<file path="config.mk">
export PLATFORM = sky130hd
export DESIGN_NAME = pipe_hazard_ctrl_flat
export DESIGN_NICKNAME = d
export VERILOG_FILES = /design/src/rtl/pipe_hazard_ctrl_pkg.sv /design/src/rtl/pipe_hazard_ctrl_if.sv /design/src/rtl/pipe_hazard_ctrl_fwd_unit.sv /design/src/rtl/pipe_hazard_ctrl.sv /design/src/flat_wrapper.sv
export SDC_FILE = /design/constraint.sdc
export NUM_CORES = 1
export LEC_CHECK = 0
export ABC_AREA = 1
export BUFFER_PORTS_ARGS = -buffer_cell sky130_fd_sc_hd__buf_4
export CAP_MARGIN = 20
export CORE_AREA = 2 2 51 53
export CTS_BUF_LIST = sky130_fd_sc_hd__clkbuf_16
export CTS_CLUSTER_DIAMETER = 150
export DETAILED_ROUTE_END_ITERATION = 12
export DIE_AREA = 0 0 53 55
export GPL_TIMING_DRIVEN = 1
export PLACE_DENSITY_LB_ADDON = 0.08
export SLEW_MARGIN = 20
export SYNTH_ARGS = -nofsm -noshare
export SYNTH_HDL_FRONTEND = slang
export SYNTH_SLANG_ARGS = --single-unit
export TNS_END_PERCENT = 10
</file>
<file path="constraint.sdc">
create_clock -name clk -period 2.1 [get_ports clk]
set_input_delay 0.105 -clock clk [delete_from_list [all_inputs] [get_ports clk]]
set_output_delay 0.105 -clock clk [all_outputs]
set_load 0.02 [all_outputs]
</file>
<file path="src/rtl/pipe_hazard_ctrl_pkg.sv">
// Shared constants for the pipeline hazard controller: FSM encoding,
// operand bypass select codes and the stall counter ceiling.
package pipe_hazard_ctrl_pkg;

    localparam int REG_W = 5;
    localparam int CNT_W = 8;

    // Memory-wait FSM states
    typedef enum logic {
        ST_RUN      = 1'b0,
        ST_MEM_WAIT = 1'b1
    } hz_state_e;

    // ID operand bypass selects
    localparam logic [1:0] FWD_RF  = 2'b00;
    localparam logic [1:0] FWD_EXE = 2'b01;
    localparam logic [1:0] FWD_MEM = 2'b10;

    localparam logic [CNT_W-1:0] STALL_MAX = '1;

endpackage

</file>
<file path="src/rtl/pipe_hazard_ctrl_if.sv">
// Stage-control bundle between the pipeline datapath (master) and the
// hazard controller (slave).
interface pipe_hazard_ctrl_if;
    import pipe_hazard_ctrl_pkg::*;

    logic [REG_W-1:0] ID_rs, ID_rt;
    logic             ID_UseRs, ID_UseRt;
    logic             ID_BranchTaken;
    logic             EXE_RegWrite, EXE_M2Reg;
    logic [REG_W-1:0] EXE_TargetReg;
    logic             MEM_RegWrite, MEM_M2Reg, MEM_MemWrite;
    logic [REG_W-1:0] MEM_TargetReg;
    logic             mem_ready;

    logic [1:0]       FwdA, FwdB;
    logic             PC_en, IF_ID_en, ID_EXE_en, EXE_MEM_en, MEM_WB_en;
    logic             ID_EXE_bubble;
    logic             IF_ID_flush;
    logic             mem_req;
    logic [CNT_W-1:0] stall_cnt;

    modport master (
        output ID_rs, ID_rt, ID_UseRs, ID_UseRt, ID_BranchTaken,
               EXE_RegWrite, EXE_M2Reg, EXE_TargetReg,
               MEM_RegWrite, MEM_M2Reg, MEM_MemWrite, MEM_TargetReg, mem_ready,
        input  FwdA, FwdB, PC_en, IF_ID_en, ID_EXE_en, EXE_MEM_en, MEM_WB_en,
               ID_EXE_bubble, IF_ID_flush, mem_req, stall_cnt
    );

    modport slave (
        input  ID_rs, ID_rt, ID_UseRs, ID_UseRt, ID_BranchTaken,
               EXE_RegWrite, EXE_M2Reg, EXE_TargetReg,
               MEM_RegWrite, MEM_M2Reg, MEM_MemWrite, MEM_TargetReg, mem_ready,
        output FwdA, FwdB, PC_en, IF_ID_en, ID_EXE_en, EXE_MEM_en, MEM_WB_en,
               ID_EXE_bubble, IF_ID_flush, mem_req, stall_cnt
    );

endinterface

</file>
<file path="src/rtl/pipe_hazard_ctrl_fwd_unit.sv">
// Per-operand compare logic: picks the bypass source for one ID source
// register and flags a load-use dependency on it.
module fwd_unit
    import pipe_hazard_ctrl_pkg::*;
(
    input  logic [REG_W-1:0] src,
    input  logic             use_src,
    input  logic             exe_rw,
    input  logic             exe_m2r,
    input  logic [REG_W-1:0] exe_tgt,
    input  logic             mem_rw,
    input  logic [REG_W-1:0] mem_tgt,
    output logic [1:0]       fwd,
    output logic             load_use
);

    logic exe_hit, mem_hit;

    // r0 is hardwired zero, so a write to it never produces a match
    assign exe_hit = exe_rw && (exe_tgt != '0) && (exe_tgt == src);
    assign mem_hit = mem_rw && (mem_tgt != '0) && (mem_tgt == src);

    // EXE wins over MEM; a load in EXE has no data yet and is never bypassed
    always_comb begin
        fwd = FWD_RF;
        if (exe_hit && !exe_m2r)
            fwd = FWD_EXE;
        else if (mem_hit)
            fwd = FWD_MEM;
        load_use = use_src && exe_hit && exe_m2r;
    end

endmodule

</file>
<file path="src/rtl/pipe_hazard_ctrl.sv">
// Pipeline hazard controller: ID operand bypass selects, load-use bubble,
// branch flush and a RUN/MEM_WAIT freeze for slow data memory.
module pipe_hazard_ctrl
    import pipe_hazard_ctrl_pkg::*;
(
    input  logic               clk,
    input  logic               clrn,
    pipe_hazard_ctrl_if.slave  hz
);

    hz_state_e        state_q, state_d;
    logic [CNT_W-1:0] stall_cnt_q, stall_cnt_d;

    logic lu_a, lu_b;
    logic mem_acc, wait_enter, wait_active, freeze, load_use;

    fwd_unit u_fwd_rs (
        .src      (hz.ID_rs),
        .use_src  (hz.ID_UseRs),
        .exe_rw   (hz.EXE_RegWrite),
        .exe_m2r  (hz.EXE_M2Reg),
        .exe_tgt  (hz.EXE_TargetReg),
        .mem_rw   (hz.MEM_RegWrite),
        .mem_tgt  (hz.MEM_TargetReg),
        .fwd      (hz.FwdA),
        .load_use (lu_a)
    );

    fwd_unit u_fwd_rt (
        .src      (hz.ID_rt),
        .use_src  (hz.ID_UseRt),
        .exe_rw   (hz.EXE_RegWrite),
        .exe_m2r  (hz.EXE_M2Reg),
        .exe_tgt  (hz.EXE_TargetReg),
        .mem_rw   (hz.MEM_RegWrite),
        .mem_tgt  (hz.MEM_TargetReg),
        .fwd      (hz.FwdB),
        .load_use (lu_b)
    );

    // Stall/flush decode; a memory freeze overrides load-use and flush, and
    // the mem_ready cycle of a wait releases every stage at once
    always_comb begin
        mem_acc     = hz.MEM_M2Reg || hz.MEM_MemWrite;
        wait_enter  = (state_q == ST_RUN) && mem_acc && !hz.mem_ready;
        wait_active = (state_q == ST_MEM_WAIT) || wait_enter;
        freeze      = wait_active && !hz.mem_ready;
        load_use    = (state_q == ST_RUN) && (lu_a || lu_b);

        hz.PC_en         = !freeze && !load_use;
        hz.IF_ID_en      = !freeze && !load_use;
        hz.ID_EXE_en     = !freeze;
        hz.EXE_MEM_en    = !freeze;
        hz.MEM_WB_en     = !freeze;
        hz.ID_EXE_bubble = !freeze && load_use;
        hz.IF_ID_flush   = hz.ID_BranchTaken && !load_use && !wait_active;
        hz.mem_req       = mem_acc || (state_q == ST_MEM_WAIT);
        hz.stall_cnt     = stall_cnt_q;
    end

    // Next state and saturating freeze-cycle count
    always_comb begin
        state_d = state_q;
        case (state_q)
            ST_RUN:      if (wait_enter)   state_d = ST_MEM_WAIT;
            ST_MEM_WAIT: if (hz.mem_ready) state_d = ST_RUN;
            default:                       state_d = ST_RUN;
        endcase
        stall_cnt_d = stall_cnt_q;
        if (freeze && (stall_cnt_q != STALL_MAX))
            stall_cnt_d = stall_cnt_q + 1'b1;
    end

    // FSM and counter registers; reset abandons any pending wait
    always_ff @(posedge clk or negedge clrn) begin
        if (!clrn) begin
            state_q     <= ST_RUN;
            stall_cnt_q <= '0;
        end else begin
            state_q     <= state_d;
            stall_cnt_q <= stall_cnt_d;
        end
    end

endmodule

</file>
<file path="src/flat_wrapper.sv">
// flat-port wrapper written by rule: the top's interface ports become plain ports
module pipe_hazard_ctrl_flat import pipe_hazard_ctrl_pkg::*;
  (clk, clrn, hz_ID_rs, hz_ID_rt, hz_ID_UseRs, hz_ID_UseRt, hz_ID_BranchTaken, hz_EXE_RegWrite, hz_EXE_M2Reg, hz_EXE_TargetReg, hz_MEM_RegWrite, hz_MEM_M2Reg, hz_MEM_MemWrite, hz_MEM_TargetReg, hz_mem_ready, hz_FwdA, hz_FwdB, hz_PC_en, hz_IF_ID_en, hz_ID_EXE_en, hz_EXE_MEM_en, hz_MEM_WB_en, hz_ID_EXE_bubble, hz_IF_ID_flush, hz_mem_req, hz_stall_cnt);
  pipe_hazard_ctrl_if hz_i ();
  input  logic clk;
  input  logic clrn;
  input wire logic [$bits(hz_i.ID_rs)-1:0] hz_ID_rs;
  input wire logic [$bits(hz_i.ID_rt)-1:0] hz_ID_rt;
  input wire logic [$bits(hz_i.ID_UseRs)-1:0] hz_ID_UseRs;
  input wire logic [$bits(hz_i.ID_UseRt)-1:0] hz_ID_UseRt;
  input wire logic [$bits(hz_i.ID_BranchTaken)-1:0] hz_ID_BranchTaken;
  input wire logic [$bits(hz_i.EXE_RegWrite)-1:0] hz_EXE_RegWrite;
  input wire logic [$bits(hz_i.EXE_M2Reg)-1:0] hz_EXE_M2Reg;
  input wire logic [$bits(hz_i.EXE_TargetReg)-1:0] hz_EXE_TargetReg;
  input wire logic [$bits(hz_i.MEM_RegWrite)-1:0] hz_MEM_RegWrite;
  input wire logic [$bits(hz_i.MEM_M2Reg)-1:0] hz_MEM_M2Reg;
  input wire logic [$bits(hz_i.MEM_MemWrite)-1:0] hz_MEM_MemWrite;
  input wire logic [$bits(hz_i.MEM_TargetReg)-1:0] hz_MEM_TargetReg;
  input wire logic [$bits(hz_i.mem_ready)-1:0] hz_mem_ready;
  output wire logic [$bits(hz_i.FwdA)-1:0] hz_FwdA;
  output wire logic [$bits(hz_i.FwdB)-1:0] hz_FwdB;
  output wire logic [$bits(hz_i.PC_en)-1:0] hz_PC_en;
  output wire logic [$bits(hz_i.IF_ID_en)-1:0] hz_IF_ID_en;
  output wire logic [$bits(hz_i.ID_EXE_en)-1:0] hz_ID_EXE_en;
  output wire logic [$bits(hz_i.EXE_MEM_en)-1:0] hz_EXE_MEM_en;
  output wire logic [$bits(hz_i.MEM_WB_en)-1:0] hz_MEM_WB_en;
  output wire logic [$bits(hz_i.ID_EXE_bubble)-1:0] hz_ID_EXE_bubble;
  output wire logic [$bits(hz_i.IF_ID_flush)-1:0] hz_IF_ID_flush;
  output wire logic [$bits(hz_i.mem_req)-1:0] hz_mem_req;
  output wire logic [$bits(hz_i.stall_cnt)-1:0] hz_stall_cnt;
  assign hz_i.ID_rs = hz_ID_rs;
  assign hz_i.ID_rt = hz_ID_rt;
  assign hz_i.ID_UseRs = hz_ID_UseRs;
  assign hz_i.ID_UseRt = hz_ID_UseRt;
  assign hz_i.ID_BranchTaken = hz_ID_BranchTaken;
  assign hz_i.EXE_RegWrite = hz_EXE_RegWrite;
  assign hz_i.EXE_M2Reg = hz_EXE_M2Reg;
  assign hz_i.EXE_TargetReg = hz_EXE_TargetReg;
  assign hz_i.MEM_RegWrite = hz_MEM_RegWrite;
  assign hz_i.MEM_M2Reg = hz_MEM_M2Reg;
  assign hz_i.MEM_MemWrite = hz_MEM_MemWrite;
  assign hz_i.MEM_TargetReg = hz_MEM_TargetReg;
  assign hz_i.mem_ready = hz_mem_ready;
  assign hz_FwdA = hz_i.FwdA;
  assign hz_FwdB = hz_i.FwdB;
  assign hz_PC_en = hz_i.PC_en;
  assign hz_IF_ID_en = hz_i.IF_ID_en;
  assign hz_ID_EXE_en = hz_i.ID_EXE_en;
  assign hz_EXE_MEM_en = hz_i.EXE_MEM_en;
  assign hz_MEM_WB_en = hz_i.MEM_WB_en;
  assign hz_ID_EXE_bubble = hz_i.ID_EXE_bubble;
  assign hz_IF_ID_flush = hz_i.IF_ID_flush;
  assign hz_mem_req = hz_i.mem_req;
  assign hz_stall_cnt = hz_i.stall_cnt;
  pipe_hazard_ctrl u_core (.clk(clk), .clrn(clrn), .hz(hz_i));
endmodule
</file>
### After elaboration in Yosys (flattened, before gate mapping)

Index checks and enable logic that the tools add are counted.

* flip-flop bits (word level): 9
* input port bits: 31
* output and inout port bits: 20
* word-level logic and storage cells: 48

* add/sub/neg operators: 1
* equal/unequal tests: 5
* multiplexer cells: 7
* bitwise logic cells: 1
* reductions and logical operators: 32

Operators by type and width (number)
* $logic_and 1x1->1: 21
* $eq 5x5->1: 4
* $reduce_bool 5->1: 2
* $add 8x1->8 const B: 1
* $mux 2: 4
* $ne 8x8->1 const B: 1
* $logic_not 1->1: 5
* $logic_or 1x1->1: 4
* $mux 1: 2
* $pmux 1 s2: 1
* $not 1->1: 1

### Depth between registers and ports, before layout

Gate-level depths: netlist of run 1.

* depth after elaboration: 10
* gate-level depth with buffers: 10
* gate-level depth less buffers: 10

### Hierarchy

From an unflattened synthesis of run 1, not the netlist that was laid out.

* cell total of the unflattened synthesis: 200
* area total of the unflattened synthesis: 1097.3 um2

Modules (own cells, without submodules)
* pipe_hazard_ctrl: instances 1, cells an instance 86, area an instance 594.3 um2, seq. area each 225.2 um2
* fwd_unit: instances 2, cells an instance 57, area an instance 251.5 um2, seq. area each 0.0 um2

### Worst setup path after synthesis of run 1

OpenSTA, ideal clock, no wires.

* path type: register to output
* from: reg u_core.state_q
* to: out hz_PC_en
* arrival: 1.386 ns
* data required time: 1.995 ns
* setup slack: 0.609 ns
* cell stages (with the launch flop): 7
* buffers on the path: 1
* path through: dfrtp_1 -> inv_1 -> nand2_2 -> nand2_4 -> clkinv_4 -> a21oi_1 -> buf_4

* cells in the longest elaborated chain, start to end: 7
* elaborated cells on any way between the ends: 9
* those cells by class: bitwise (1); reduce/logical (8)

Ends and longest elaborated chain
* from (decl): line pipe_hazard_ctrl.sv:11 `hz_state_e state_q, state_d;`
* from (signal assigned): line pipe_hazard_ctrl.sv:80 `state_q <= state_d;`
* $not 1->1: line pipe_hazard_ctrl.sv:45 `wait_enter = (state_q == ST_RUN) && mem_acc && !hz.mem_ready;`
* $logic_and 1x1->1 (2 in series): line pipe_hazard_ctrl.sv:45
* $logic_or 1x1->1 *: line pipe_hazard_ctrl.sv:46 `wait_active = (state_q == ST_MEM_WAIT) || wait_enter;`
* $logic_and 1x1->1 *: line pipe_hazard_ctrl.sv:47 `freeze = wait_active && !hz.mem_ready;`
* $logic_not 1->1 *
* net hz_EXE_MEM_en: line flat_wrapper.sv:25 `output wire logic [$bits(hz_i.EXE_MEM_en)-1:0] hz_EXE_MEM_en;`
* $logic_and 1x1->1 *: line pipe_hazard_ctrl.sv:50 `hz.PC_en = !freeze && !load_use;`
* to (decl): line flat_wrapper.sv:22 `output wire logic [$bits(hz_i.PC_en)-1:0] hz_PC_en;`

Mark *: on every way through the listed nets, which the timed path passes. The rest lies on a longest branch.

### Worst setup path after layout of run 1

* from: reg u_core.stall_cnt_q[0], in the netlist u_core.hz.stall_cnt[0]
* to: reg u_core.stall_cnt_q[5], in the netlist u_core.hz.stall_cnt[5]

* cells in the longest elaborated chain, start to end: 2
* elaborated cells on any way between the ends: 3
* those cells by class: add/sub (1); eq/ne (1); reduce/logical (1)

Ends and longest elaborated chain
* from (decl): line pipe_hazard_ctrl.sv:12 `logic [CNT_W-1:0] stall_cnt_q, stall_cnt_d;`
* from (signal assigned): line pipe_hazard_ctrl.sv:81 `stall_cnt_q <= stall_cnt_d;`
* parallel branches: the longest is 2 deep, another holds $add 8x1->8

Parallel ways; which one is timed is not known.
A chain may end at the register's enable or synchronous reset.

==> impl_metrics.csv, run 1 <==
group,metric,value,unit
setup_path,r2r_cells,9,
finish,antennaDiodeCount,0,
setup_path,worst_path_max_delay_cell,"dfrtp_1",
yosys,synth_sequential_area_ratio,24.8,%
clocking,worstSkewPairLatency,0.23,ns
yosys,yosys.cell_types.count,27,
finish,filler_cells,227,
floorplan,dieWidth,53,um
clocking,cts_tree,"yes",
floorplan,io-pin-count,51,
power_and_ir_drop,leakage_power_figure,0.000770,uW
yosys,ys_top_cells_by_count,"nand2_1 (35), inv_1 (20), xnor2_1 (11)",
clocking,cts.path.max_buffers,2,
setup_path,critPathLaunch,"u_core.hz.stall_cnt[0]",
place,pre_cts_ws,0.677,ns
finish,fin_nets,217,
sta,setup-violations-final,0,
drt,dr_total_vias,952,
setup_path,crit_path_cell_trace,"ha_1 > nand3_1 > nor2_4 > nand3_2 > nand2_4 > nor3_4 > nand2_1 > nand2_1 > nand2_1",
yosys,netlist_top_cells_area,"dfrtp_1 (25%), nand2_1 (14%), xnor2_1 (11%)",
drt,first_iter_violations,13,
yosys,synthMostInstantiatedCell,"nand2_1",
drt,drt-vias-per-instance,4.45,
finish,final_layout_size_suffix_gt1_share,36.4,%
yosys,synth_nets,164,
setup_path,reg_to_reg_endpoint,"u_core.hz.stall_cnt[5]",
setup_path,path_max_fanout,6,
floorplan,die_h,55,um
finish,syn2layout_area_growth,52.8,%
yosys,postSynthAreaPerCell,6.87,um2
sta,final-hold-violation-count,0,
sta,max_freq,699,MHz
setup_path,rr_startpoint,"u_core.hz.stall_cnt[0]",
setup_path,critical_path_required,2.22,ns
place,portBuffers,50,
sta,final.setup_skew,0.000914,ns
global_route,grt_antenna_before_repair,0,
global_route,number_of_global_route_vias_before_repair,859,
yosys,synth_top_area_share,24.8,%
setup_path,setup.worst_path.start_class,"flip-flop",
clocking,cts_made_buffers,3,
drt,wire_per_inst,10.4,um
sta,slew_viol_final,0,
setup_path,timing.critical_path.to,"u_core.hz.stall_cnt[5]",
worst_hold_path,type_of_the_most_critical_hold_path,"in -> reg",
run_status,status,"finished, final reports clean",
place,post_dp_cell_area,1300,um2
floorplan,rows,18,
place,place.gp.congestion,0.803,
yosys,asyncSetResetFlopFracSynth,100,%
global_route,gr-usage-all-layers,16.1,%
finish,ff_latch_area,225,um2
floorplan,dieArea,2920,um2
sta,slew_limit_headroom,81.5,%
clocking,postCtsSetupBuffers,0,
yosys,dominantRegCellSynth,"dfrtp_1",
global_route,grt-ovfl-total,0,
yosys,synth-edff-count,0,
place,place.detailed.instances,209,
power_and_ir_drop,power.density,800,nW/um2
job,max-cap-violations,0,
sta,post-route-worst-setup-slack,0.670,ns
power_and_ir_drop,ir_drop,0.735,mV
drt,number_of_detailed_route_iterations_in_the_first_pass,4,
floorplan,floorplan.initialDensity,38.4,%
yosys,synth_top_area_cell,"dfrtp_1",
setup_path,endpoint_kind,"flip-flop",
finish,final_design_area_no_fill,1390,um2
setup_path,path_class,"reg -> reg",
drt,wirelength,2230,um
setup_path,crit_path_frequent_cell,"nand2_1",
yosys,yosysWarnings,0,
yosys,number_of_instances_in_the_synthesized_netlist,132,
sta,fin_setup_tns,0,ns
clocking,clock_sink_count,9,
sta,final_min_period_over_clock_period,68.1,%
drt,detail_route.drc_violations,0,
finish,final_cells,214,
drt,route.antenna.remaining_nets,0,
place,dpl.hpwl,1910,um
power_and_ir_drop,report.power.total,1110,uW
sta,setup_repair_after_global_routing_missed_its_margin,"no",
setup_path,max_stage_delay,0.41,ns
finish,multi_input_comb_area,562,um2
sta,post-route-min-period,1.43,ns
yosys,synth-seq-cells,9,
global_route,wire_length_of_the_first_global_routing_pass,3460,um
setup_path,reg2reg_slack,0.67,ns
sta,worst_pin_slew,0.274,ns
floorplan,design.core.area,2360,um2
clocking,cts_max_level,1,
clocking,path_clk_slew,0.04,ns
setup_path,worstPathArrival,1.55,ns
clocking,cts_root_buf,"clkbuf_16",
yosys,syn_area,907,um2
global_route,pin_count_of_the_biggest_net_entering_global_routing,10,
[state kept, by name (all words and copies together), names as in the netlist]
| signal | count |
|---|---|
| u_core.state_q | 1 |
| u_core.hz.stall_cnt | 8 |
[worst min-delay path by stage]
stage	to	startpoint	depth (start not counted)	slack (ns)
2_1_floorplan	u_core.hz.stall_cnt[0]	clrn	0	-0.19
3_3_place_gp	u_core.hz.stall_cnt[7]	clrn	1	-0.06
3_5_place_dp	u_core.hz.stall_cnt[7]	clrn	1	-0.06
4_1_cts	u_core.state_q	hz_mem_ready	4	0.21
5_1_grt	u_core.state_q	hz_mem_ready	4	0.24
6_report	u_core.state_q	hz_mem_ready	4	0.21
[placed cells by master, fill, tap and decap left out, types with 2 or more instances in the layout]
cell type,synthesis,layout
nand3_1,6,6
nor3_1,4,4
inv_2,2,2
nor2_1,10,10
dfrtp_1,9,9
clkbuf_16,0,3
nand2_4,2,2
xor2_1,9,9
nand4_1,3,3
nand2_1,35,35
inv_1,20,21
nand2_2,3,3
buf_4,3,50
a21oi_1,2,2
xnor2_1,11,11
[cell type report]
type	instances	area share [%]
clock inverters	1	0.271
flip-flops and latches	9	16.2
clock buffers	3	5.42
inverters	24	7.04
multi-input cells	96	40.5
well taps	30	2.71
repair buffers	51	27.8
[critical path: cells and delay by family, from the launching register on]
family	cells	cell delay, ns
adder cells (fa/ha/maj)	1	0.22
flip-flops	1	0.41
AND/OR/NAND/NOR	8	0.69
[layer usage]
metal	wire, um	vias up	track usage (%)	part of all wire (%)
met1	951	414	18.7	43
met4	26	0	6.41	1.2
met2	1100	29	30.2	49
li1	-	507	-	-
met3	153	2	1.88	6.9
met5	0	-	0	0
[kinds of logic (layout without fill, tap and decap cells)]
group	count (synthesis)	after routing	share of synthesized area, %
flops	9	9	24.8
fa+ha+maj	1	1	1.38
buf+inv	27	79	13.2
xor+xnor	20	20	19.3
compound gates	5	5	3.03
simple gates	70	70	38.2
[repair_timing]
item | CTS | global route
resized for setup | 0 | 0
hold buffers | 1 | 0
endpoints found under the hold margin | 9 | 0
endpoints found under the setup margin | 0 | 0
[report_power, final]
group | switching (uW) | internal, uW
Clock | 79.9 | 248
Sequential | 78.7 | 234
Combinational | 260 | 209
[stage by stage]
step | hold WS [ns] | util, %
floorplan | -0.191 | -
global route | 0.238 | 58.6
detailed placement | -0.0622 | 54.9
CTS | 0.214 | 58.6
global placement | -0.0638 | 54.9
finish | 0.215 | 58.6
No activity file was read; power rests on OpenSTA's default activity.
==> run 2, diff against run 1 <==
Settings changed: CORE_AREA 2 2 51 53 to 2 2 52 54, DIE_AREA 0 0 53 55 to 0 0 54 56.
Clock period 2.1 ns to 1.3 ns, I/O delays scaled along.
==> run 2 against run 1 <==
Effect of this change: the flow now finishes with violations (setup timing); clock-buffer cell count did not move; clock power rose by 60%; worst setup slack got worse by 0.72 ns; power rose by 73%; wire length rose by 5.1%; non-clock buffer count rose by 6; sequential cell count did not move; register-to-register slack got worse by 0.72 ns; sequential power rose by 62%; clock skew barely moved; via count rose by 4.3%; global-route usage rose by 0.37 points.
==> impl_metrics.csv, run 2 (synthesized netlist as in run 1, its figures left out) <==
group,metric,value,unit
setup_path,worstPathArrival,1.50,ns
floorplan,die_h,56,um
finish,multi_input_comb_area,583,um2
setup_path,critPathLaunch,"u_core.hz.stall_cnt[1]",
drt,route.antenna.remaining_nets,0,
global_route,gr-usage-all-layers,16.5,%
finish,final_cells,220,
floorplan,dieArea,3020,um2
sta,max_freq,744,MHz
clocking,cts_root_buf,"clkbuf_16",
sta,final_min_period_over_clock_period,103,%
sta,slew_viol_final,0,
global_route,number_of_global_route_vias_before_repair,913,
global_route,wire_length_of_the_first_global_routing_pass,3730,um
power_and_ir_drop,pwr-share-seq,26.3,%
floorplan,dieWidth,54,um
sta,worst_pin_slew,0.305,ns
floorplan,floorplan.initialDensity,37.3,%
clocking,clock_sink_count,9,
sta,setup-violations-final,4,
power_and_ir_drop,leakage_power_figure,0.000799,uW
sta,final-hold-violation-count,0,
drt,top_layer_used,"met4",
power_and_ir_drop,pwr-share-clk,27.4,%
clocking,path_clk_slew,0.04,ns
setup_path,endpoint_kind,"flip-flop",
finish,final_layout_size_suffix_gt1_share,40.5,%
place,portBuffers,50,
clocking,cts_tree,"yes",
drt,met2RoutedLength,1170,um
finish,mostFrequentLayoutCell,"buf_4",
sta,setup_repair_after_global_routing_missed_its_margin,"yes",
floorplan,io-pin-count,51,
clocking,worstSkewPairLatency,0.23,ns
global_route,pin_count_of_the_biggest_net_entering_global_routing,10,
finish,filler_cells,231,
finish,antennaDiodeCount,0,
drt,wl_met3,183,um
setup_path,setup.worst_path.start_class,"flip-flop",
drt,wirelength,2340,um
setup_path,path_max_fanout,5,
drt,m1WireLength,976,um
sta,final.setup_skew,0.000933,ns
worst_hold_path,type_of_the_most_critical_hold_path,"in -> reg",
finish,ff_latch_area,225,um2
run_status,status,"complete, but fails checks",
clocking,cts_made_buffers,3,
setup_path,critical_path_required,1.46,ns
power_and_ir_drop,ir_drop,1.68,mV
global_route,grt-ovfl-total,0,
clocking,cts_max_level,1,
sta,post-route-min-period,1.34,ns
sta,fin_worst_hold_slack,0.172,ns
drt,number_of_detailed_route_iterations_in_the_first_pass,4,
drt,detail_route.drc_violations,0,
worst_hold_path,min_from,"hz_mem_ready",
global_route,grt_antenna_before_repair,0,
floorplan,rows,18,
power_and_ir_drop,netsw,719,uW
sta,slew_limit_headroom,79.5,%
drt,first_iter_violations,23,
power_and_ir_drop,power.density,1320,nW/um2
floorplan,design.core.area,2430,um2
power_and_ir_drop,sw_frac_of_total,37.4,%
power_and_ir_drop,power_frac_comb,46.3,%
drt,dr_total_vias,993,
place,dpl.hpwl,1940,um
run_status,violations_in_the_final_reports,"setup timing",
drt,drt-vias-per-instance,4.51,
setup_path,rr_startpoint,"u_core.hz.stall_cnt[1]",
finish,final_cell_mix,"buf_4 (56), nand2_1 (35), inv_1 (20)",
place,place.gp.congestion,0.761,
finish,fin_nets,223,
setup_path,path_class,"reg -> reg",
job,max-cap-violations,0,
finish,syn2layout_area_growth,60.1,%
power_and_ir_drop,internal_power,1200,uW
sta,post-route-worst-setup-slack,-0.0449,ns
clocking,cts.path.max_buffers,2,
place,place.detailed.instances,214,
finish,largest_register_ff_count,8,
sta,fin_setup_tns,-0.130,ns
drt,wire_per_inst,10.6,um
run 2: cell types whose count changed in the layout (fill, tap and decap cells not counted):
cell	before	now
a21oi_2	0	1
a21oi_1	2	1
inv_1	21	20
nand3_1	6	5
nand3_2	1	2
buf_4	50	56
ha_4	0	1
inv_2	2	3
ha_1	1	0
run 2: layer usage:
metal	vias up	GRT usage [%]
met3	2	5.65
met5	-	0
met1	441	20.3
met2	33	26.3
li1	517	-
met4	0	5.36
run 2: power by group through the flow:
| stage | Combinational [uW] | Clock [uW] | Sequential [uW] |
|---|---|---|---|
| finish | 889 | 526 | 506 |
| global route | 967 | 568 | 519 |
| CTS | 866 | 538 | 483 |
| detailed placement | 848 | 0 | 478 |
| global placement | 837 | 0 | 475 |
| floorplan | 335 | 0 | 592 |
run 2: stage by stage:
| step | instance area (um2) | utilization (%) | worst slack [ns] | power (uW) |
|---|---|---|---|---|
| 2_1_floorplan | 911 | - | -0.151 | 926 |
| 3_3_place_gp | 1340 | 55.0 | -0.00708 | 1310 |
| 3_5_place_dp | 1340 | 55.0 | -0.0700 | 1330 |
| 4_1_cts | 1440 | 59.3 | -0.0620 | 1890 |
| 5_1_grt | 1450 | 59.7 | -0.144 | 2050 |
| 6_report | 1450 | 59.7 | -0.0449 | 1920 |
run 2: critical path: stages (launching register included):
cell and delay (ns):
dfrtp_1 0.40, ha_4 0.17, nand3_2 0.09, nor2_4 0.11, nand3_2 0.08, nand2_4 0.11
buf_4 0.13, inv_4 0.04, nand2_2 0.05, xnor2_1 0.10
run 2: timing repair:
item                       in CTS  in global routing
resized for setup               3                  1
pin swaps                       5                  4
hold buffers                    1                  0
setup endpoints to repair       7                 11
hold endpoints to repair        9                  0
buffers inserted                1                  0
run 2: final cells by class:
cell class / instances / area share [%]
Sequential cell: 9 / 15.5
Clock inverter: 1 / 0.258
Timing Repair Buffer: 57 / 29.6
Inverter: 24 / 6.72
Tap cell: 30 / 2.58
Clock buffer: 3 / 5.17
Multi-Input combinational cell: 96 / 40.1
run 2: path summary, 6_finish.rpt:
kind / to / cells after the start / slack [ns]
min reg2reg: u_core.hz.stall_cnt[3] / 1 / 0.54
min: u_core.state_q / 4 / 0.17
min in group asynchronous: u_core.hz.stall_cnt[3] / 2 / 0.20
max reg2reg: u_core.hz.stall_cnt[6] / 9 / -0.04
max in group asynchronous: u_core.hz.stall_cnt[2] / 2 / 0.96
max: u_core.hz.stall_cnt[6] / 9 / -0.04
